**src/rtl/fp32_pkg.sv**
```systemverilog
// Shared FP32 constants and the response entry layout
// used by the adder request-side controller.
package fp32_pkg;

    localparam int FP32_W = 32;
    localparam int EXP_W  = 8;
    localparam int MAN_W  = 23;

    localparam logic [1:0] RM_RNE = 2'b00;
    localparam logic [1:0] RM_RTZ = 2'b01;
    localparam logic [1:0] RM_RUP = 2'b10;
    localparam logic [1:0] RM_RDN = 2'b11;

    localparam logic OP_ADD = 1'b0;
    localparam logic OP_SUB = 1'b1;

    localparam logic [FP32_W-1:0] FP32_POS_INF = 32'h7F800000;
    localparam logic [FP32_W-1:0] FP32_MAX     = 32'h7F7FFFFF;

    typedef struct packed {
        logic [FP32_W-1:0] result;
        logic              overflow;
        logic              error;
    } rsp_entry_t;

    localparam int RSP_W = $bits(rsp_entry_t);

endpackage

```
**src/rtl/fp32_rsp_fifo.sv**
```systemverilog
// Show-ahead synchronous FIFO holding captured adder responses.
// Simultaneous push and pop are legal at any occupancy.
module fp32_rsp_fifo
    import fp32_pkg::*;
#(
    parameter int DEPTH = 4,
    parameter int W     = RSP_W,
    parameter int CW    = $clog2(DEPTH) + 1
) (
    input  logic          clk,
    input  logic          reset,
    input  logic          push,
    input  logic [W-1:0]  push_data,
    input  logic          pop,
    output logic [W-1:0]  pop_data,
    output logic [CW-1:0] count,
    output logic          empty
);

    localparam int AW = $clog2(DEPTH);

    logic [W-1:0]  mem [DEPTH];
    logic [AW-1:0] wr_ptr;
    logic [AW-1:0] rd_ptr;
    logic          full;
    logic          do_push;
    logic          do_pop;

    assign empty    = (count == '0);
    assign full     = (count == CW'(DEPTH));
    assign do_pop   = pop && !empty;
    assign do_push  = push && (!full || do_pop);
    assign pop_data = mem[rd_ptr];

    // storage write; contents need no reset
    always_ff @(posedge clk) begin
        if (do_push)
            mem[wr_ptr] <= push_data;
    end

    // pointers wrap naturally since DEPTH is a power of two
    always_ff @(posedge clk) begin
        if (reset) begin
            wr_ptr <= '0;
            rd_ptr <= '0;
            count  <= '0;
        end else begin
            if (do_push)
                wr_ptr <= wr_ptr + 1'b1;
            if (do_pop)
                rd_ptr <= rd_ptr + 1'b1;
            if (do_push && !do_pop)
                count <= count + 1'b1;
            else if (do_pop && !do_push)
                count <= count - 1'b1;
        end
    end

endmodule

```
**src/rtl/fp32_add_issuer.sv**
```systemverilog
// Request-side controller for the FP32 adder: issues operands,
// captures results after a fixed latency, returns them in order.
module fp32_add_issuer
    import fp32_pkg::*;
#(
    parameter int ADD_LAT   = 1,
    parameter int RSP_DEPTH = 4,
    parameter int CNT_W     = 16
) (
    input  logic              clk,
    input  logic              reset,
    input  logic              cmd_valid,
    output logic              cmd_ready,
    input  logic [FP32_W-1:0] cmd_a,
    input  logic [FP32_W-1:0] cmd_b,
    input  logic              cmd_sel,
    input  logic [1:0]        cmd_round_mode,
    output logic [FP32_W-1:0] add_a,
    output logic [FP32_W-1:0] add_b,
    output logic              add_sel,
    output logic [1:0]        add_round_mode,
    input  logic [FP32_W-1:0] add_result,
    input  logic              add_overflow,
    input  logic              add_error,
    output logic              rsp_valid,
    input  logic              rsp_ready,
    output logic [FP32_W-1:0] rsp_result,
    output logic              rsp_overflow,
    output logic              rsp_error,
    input  logic              clear_status,
    output logic [CNT_W-1:0]  ovf_count,
    output logic              err_sticky,
    output logic              busy
);

    localparam int CW = $clog2(RSP_DEPTH) + 1;

    logic [ADD_LAT-1:0] launch;
    logic [CW-1:0]      inflight;
    logic [CW-1:0]      fifo_count;
    logic [CW:0]        used;
    logic               accept;
    logic               push;
    logic               pop;
    logic               fifo_empty;
    rsp_entry_t         push_entry;
    rsp_entry_t         head;

    // in-flight commands hold a credit until their result is queued;
    // credits never exceed RSP_DEPTH so CW bits suffice
    always_comb begin
        inflight = '0;
        for (int i = 0; i < ADD_LAT; i++)
            inflight = inflight + CW'(launch[i]);
    end

    assign used      = {1'b0, inflight} + {1'b0, fifo_count};
    assign cmd_ready = !reset && (used < (CW+1)'(RSP_DEPTH));
    assign accept    = cmd_valid && cmd_ready;

    assign push = launch[ADD_LAT-1];
    assign pop  = rsp_valid && rsp_ready;

    assign push_entry.result   = add_result;
    assign push_entry.overflow = add_overflow;
    assign push_entry.error    = add_error;

    // operand registers load on accept and hold otherwise
    always_ff @(posedge clk) begin
        if (reset) begin
            add_a          <= '0;
            add_b          <= '0;
            add_sel        <= 1'b0;
            add_round_mode <= 2'b00;
        end else if (accept) begin
            add_a          <= cmd_a;
            add_b          <= cmd_b;
            add_sel        <= cmd_sel;
            add_round_mode <= cmd_round_mode;
        end
    end

    // launch pipe marks which adder cycles carry a live command
    always_ff @(posedge clk) begin
        if (reset)
            launch <= '0;
        else
            launch <= (launch << 1) | ADD_LAT'(accept);
    end

    // status: clear wins but a same-edge push is still recorded
    always_ff @(posedge clk) begin
        if (reset) begin
            ovf_count  <= '0;
            err_sticky <= 1'b0;
        end else if (clear_status) begin
            ovf_count  <= CNT_W'(push && add_overflow);
            err_sticky <= push && add_error;
        end else begin
            if (push && add_overflow && (ovf_count != '1))
                ovf_count <= ovf_count + 1'b1;
            if (push && add_error)
                err_sticky <= 1'b1;
        end
    end

    fp32_rsp_fifo #(
        .DEPTH (RSP_DEPTH),
        .W     (RSP_W),
        .CW    (CW)
    ) u_rsp_fifo (
        .clk       (clk),
        .reset     (reset),
        .push      (push),
        .push_data (push_entry),
        .pop       (pop),
        .pop_data  (head),
        .count     (fifo_count),
        .empty     (fifo_empty)
    );

    assign rsp_valid    = !fifo_empty;
    assign rsp_result   = head.result;
    assign rsp_overflow = head.overflow;
    assign rsp_error    = head.error;
    assign busy         = (inflight != '0) || (fifo_count != '0);

endmodule

```
**config.mk**
```make
export PLATFORM = sky130hd
export DESIGN_NAME = fp32_add_issuer
export DESIGN_NICKNAME = d
export VERILOG_FILES = /design/src/rtl/fp32_pkg.sv /design/src/rtl/fp32_rsp_fifo.sv /design/src/rtl/fp32_add_issuer.sv
export SDC_FILE = /design/constraint.sdc
export NUM_CORES = 1
export LEC_CHECK = 0
export CAP_MARGIN = 15
export CORE_UTILIZATION = 44
export CTS_CLUSTER_DIAMETER = 80
export DETAILED_ROUTE_END_ITERATION = 10
export PLACE_DENSITY = 0.86
export SLEW_MARGIN = 0
export SYNTH_ARGS = -nofsm -noshare
export SYNTH_HDL_FRONTEND = slang
export SYNTH_HIERARCHICAL = 1
export SYNTH_SLANG_ARGS = --single-unit
```
**constraint.sdc**
```tcl
create_clock -name clk -period 2.3 [get_ports clk]
set_clock_uncertainty 0.05 [all_clocks]
set_input_delay 0.46 -clock clk [delete_from_list [all_inputs] [get_ports clk]]
set_output_delay 0.46 -clock clk [all_outputs]
set_load 0.02 [all_outputs]
```
[Yosys cells after proc, flatten, opt, wreduce, memory -nomap -nowiden]
Memory sizes are Yosys's and may differ from the RTL's. A register that Yosys moved wholly into a read port is not among the register bits.
Index checks and enable logic that the tools add are counted.
Operators by class
  add/sub/neg operators: 6
  magnitude comparators: 1
  equal/unequal tests: 2
  multiplexer cells: 10
  reductions and logical operators: 23
Operators with widths (count)
  $add A16 B1 Y16 const B: 1
  $ne A16 B16 Y1 const B: 1
  $logic_and A1 B1 Y1: 10
  $mux W1: 6
  $mux W3: 2
  $reduce_bool A2 Y1: 3
  $logic_not A1 Y1: 5
  $add A1 B3 Y4: 1
  $add A2 B1 Y2 const B: 2
  $lt A4 B3 Y1 const B: 1
  $mux W2: 2
  $add A3 B1 Y3 const B: 1
  $eq A3 B3 Y1 const B: 1
  $logic_not A3 Y1: 1
  $reduce_bool A3 Y1: 1
  $sub A3 B1 Y3 const B: 1
  $logic_or A1 B1 Y1: 2
  $reduce_or A2 Y1: 1
Word-level totals
  register bits: 92
  memory bits (writable): 136
  input port bits: 106
  output and inout port bits: 121
  logic and storage cells: 54
  memories: 1
Memory list
  u_rsp_fifo.mem: words 4, width 34, rd ports 1, clocked after memory_dff 1, write ports 1, RTL line fp32_rsp_fifo.sv:22  | logic [W-1:0] mem [DEPTH];

[Logic depth before layout (Yosys ltp)]
  depth after elaboration: 10
  depth in mapped cells: 9
  mapped depth without buffers: 9

[Hierarchy]
Netlist, hierarchy kept.
By module, submodules not included
  fp32_rsp_fifo: instances 1, cells an instance 225, area an instance 5368.9 um^2, sequential area each 4264.1 um^2
  fp32_add_issuer: instances 1, cells an instance 403, area an instance 3203.1 um^2, sequential area each 1701.6 um^2

[Worst setup path before layout]
Ideal clock, no wire load.
  path type: reg2reg
  start point: reg u_rsp_fifo.count[0]
  end point: reg u_rsp_fifo.count[2]
  setup time: 0.070 ns
  data arrival time: 2.188 ns
  data required time: 2.180 ns
  setup slack: -0.008 ns
  cell stages (with the launch flop): 10
  path buffers: 0
  period minus slack after synthesis: 2.308 ns
  path through: dfxtp_1 nor3_1 nor2b_1 o41a_4 ha_1 inv_1 fa_1 xor2_1 or3_2 a21oi_1
Between the ends
  cells in the longest elaborated chain, start to end: 9
  elaborated cells between the ends (all ways): 17
  classes of those cells: add/sub: 2; eq/ne: 1; mux: 2; reduce/logical: 12
RTL lines
  from (decl): RTL line fp32_rsp_fifo.sv:16  | output logic [CW-1:0] count,
  from (signal assigned): RTL line fp32_rsp_fifo.sv:53  | count <= count + 1'b1;
  from (signal assigned): RTL line fp32_rsp_fifo.sv:55  | count <= count - 1'b1;
  $logic_not A3 Y1 *: RTL line fp32_rsp_fifo.sv:29  | assign empty = (count == '0);
  via fifo_empty: RTL line fp32_add_issuer.sv:45  | logic fifo_empty;
  $logic_not A1 Y1 *: RTL line fp32_add_issuer.sv:122  | assign rsp_valid = !fifo_empty;
  $logic_and A1 B1 Y1 *: RTL line fp32_add_issuer.sv:62  | assign pop = rsp_valid && rsp_ready;
  via pop: RTL line fp32_add_issuer.sv:44  | logic pop;
  $logic_and A1 B1 Y1 *: RTL line fp32_rsp_fifo.sv:31  | assign do_pop = pop && !empty;
  $logic_or A1 B1 Y1 *: RTL line fp32_rsp_fifo.sv:32  | assign do_push = push && (!full || do_pop);
  $logic_and A1 B1 Y1 *: RTL line fp32_rsp_fifo.sv:32
  via u_rsp_fifo.do_push: RTL line fp32_rsp_fifo.sv:26  | logic do_push;
  $logic_not A1 Y1: RTL line fp32_rsp_fifo.sv:54  | else if (do_pop && !do_push)
  $logic_and A1 B1 Y1: RTL line fp32_rsp_fifo.sv:54
  $reduce_bool A2 Y1 (no source line)
The timed path passes the listed nets; every way through them passes the cells marked *. The select of a mux whose other input is x is not followed.
A chain may end at the register's enable or synchronous reset.

==> impl_metrics.ini <==
[hold_path]
holdCritPathClass = primary input to flip-flop

[routing]
first_pass_iters = 4
antenna_left = 0
dr.first_iter.drc_count = 258
finalWirelength_um = 21000
avgRoutedWirePerCell_um = 17.9
drc = 0
via_per_inst = 5.15
vias = 6056

[cts]
cts_buffers = 24
cts.sinks = 230
clock_latency_ns = 0.52
cts_tree = built
cts_max_level = 1
cts_max_path_buffers = 3
cts.reportedPaths.clkPinSlew_ns = 0.06
ctsHoldBuffers = 0
cts-root-buf = clkbuf_16

[timing]
timing.final.crit_period_ns = 2.38
maxSlewHeadroom_pct = 59.3
setup_viol = 16
tightest_slew_ns = 0.611
timing.fmax_ghz = 0.420
whs_ns = 0.347
period_share_pct = 104
finalMaxSlewViolations = 0
setup_ws_ns = -0.0809
rsz0062_at_grt = yes
hold_viol_final = 0
final.setup.tns_ns = -0.647

[setup_path]
arrival_ns = 1.87
path_class = flip-flop to output port
critical_path.startpoint_type = flip-flop
cp_slowest_cell = mux4_2
crit_required_ns = 1.79
critPathMaxFanout = 11
critPathMaxStageDelay_ns = 0.50
path_cells = buf_12 -> buf_4 -> mux4_2 -> buf_2
cp-end-kind = output port

[floorplan]
dieHeight_um = 142
core_area_sq_um = 18900
die_area_sq_um = 20000
chipWidth_um = 142
num_io_pins = 227
rows = 50
initial_core_util_pct = 45.4

[global_route]
grtUsageMet1_pct = 24.5
grt_max_degree = 60
grt_most_used_layer = met2
antenna_found_initial = 1
grtUsageMet2_pct = 35.6
grt_use_met3_pct = 6.61
overflow = 0
track_usage_pct = 20.7
grt_pass1_wl_um = 32100
grt_pass1_vias = 6106

[job]
cap_violations = 0

[logic_synthesis]
syn_nets = 741
synth_edf_count = 136
syn_area_per_cell_sq_um = 13.6
synth_warnings = 6
synth_async_sr_flop_share_pct = 0
netlist_area_sq_um = 8570
ys_ff_latch = 230
syn_inst = 628
synth_flop_cell = edfxtp_1
yosysUniqueCellTypes = 46
yosysSeqAreaShare_pct = 69.6

[cells_and_area]
nets = 1010
fill_cells = 1371
fin_area_sq_um = 12400
layout-drive-gt1-share_pct = 20.1
seqCellArea_sq_um = 5980
area_growth_pct = 44.2
multi_input_area_sq_um = 2490

[power]
pwr_density_cell_nw_per_um2 = 948
ir_worst_vdd_v = 0.000710
p_leak_uw = 0.00423

[outcome]
violations = setup timing
status = finished with violations

[place]
place.gp.congestion = 0.823
hpwl_um = 13600
pre_cts_slack_ns = -0.411
place_area_sq_um = 11400
io_buffers = 226
[cell families (layout without fill, tap and decap cells)]
group	Yosys count	in the layout	synth area share, %
flops	230	230	69.6
simple gates	203	203	10.6
compound gates	105	105	6.95
buf+inv	42	328	2.01
mux	37	37	9.34
fa+ha+maj	7	7	1.11
xor+xnor	4	4	0.409
other cells	0	1	0
[final cells by class]
cell class                      count  share of cell area [%]
Sequential cell                   230                    48.4
Timing Repair Buffer              276                    22.0
Multi-Input combinational cell    356                    20.1
Clock buffer                       34                    5.66
Tap cell                          260                    2.63
Clock inverter                      9                   0.891
Inverter                            9                   0.273
Antenna cell                        1                  0.0203
[synthesized netlist by cell type (3+ instances only)]
cell,count,area [sq um]
nand2_1,147,552
edfxtp_1,136,4080
dfxtp_1,94,1880
a21oi_1,78,390
mux4_2,34,766
clkbuf_1,20,75.1
nor2_1,10,37.5
buf_2,8,40.0
or3_1,8,50.1
or4_1,8,60.1
inv_1,7,26.3
o21ai_0,7,35.0
ha_1,6,75.1
nand4_1,6,37.5
o31ai_1,6,45.0
and2_2,4,30.0
o211ai_1,4,30.0
xor2_1,4,35.0
buf_1,3,11.3
nand2b_1,3,18.8
nand3_1,3,15.0
nor3_1,3,15.0
[routing by layer]
layer / wire (um) / vias up / part of all wire, %
li1: - / 2848 / -
met3: 1810 / 43 / 8.6
met1: 8190 / 2928 / 39
met2: 10500 / 237 / 50
met5: 0 / - / 0
met4: 524 / 0 / 2.5
[path summary, 6_finish.rpt]
path	from	end	slack, ns	cells past startpoint
max	flip-flop	rsp_result[1]	-0.08	4
max reg2reg	u_rsp_fifo/count[2]	u_rsp_fifo/count[2]	0.11	9
min	reset	u_rsp_fifo/count[2]	0.35	3
min reg2reg	add_a[11]	add_a[11]	0.40	2
[power breakdown]
group,total [uW],internal [uW],switching [uW],leakage (uW)
combinational,2940,1480,1450,0.00183
clock,3920,2350,1570,0.000398
sequential,4860,4700,164,0.00200
total,11700,8530,3190,0.00423
[what timing repair did]
item                       CTS  global route
pin swaps                    0             2
setup endpoints to repair   36            32
hold endpoints to repair     0             0
cloned                       1             0
buffers inserted            10             5
gates resized for setup    153            37
[registers in the layout, indices dropped and copies added, names as in the netlist, named ones only]
register and count:
launch 1, add_round_mode 2, err_sticky 1, u_rsp_fifo/count 3
ovf_count 16, u_rsp_fifo/rd_ptr 2, add_b 32, add_a 32
u_rsp_fifo/mem 136, add_sel 1, u_rsp_fifo/wr_ptr 2
[through the flow]
stage,cells,total power [uW],util (%)
floorplan,628,6340,-
global placement,1116,7640,60.5
finish,1175,11700,65.4
detailed placement,1116,7690,60.5
global route,1175,12200,65.4
CTS,1170,11700,65.0
[placed cells by master, fill, tap and decap left out, types with 7 or more instances in the layout]
master,count
inv_1,7
dfxtp_1,90
or4_1,8
buf_6,19
mux4_2,34
clkbuf_16,25
o21ai_0,7
nor2_1,10
nand2_1,146
a21oi_1,77
or3_1,8
buf_2,22
clkdlybuf4s50_1,189
edfxtp_1,136
buf_4,31
buf_12,13
[worst max-delay path, delay by kind of cell (launching register included)]
family	cells	cell delay, ns
flip-flops	1	0.41
buffers and inverters	3	0.44
multiplexers	1	0.50
Power figures use the tool's default switching activity.
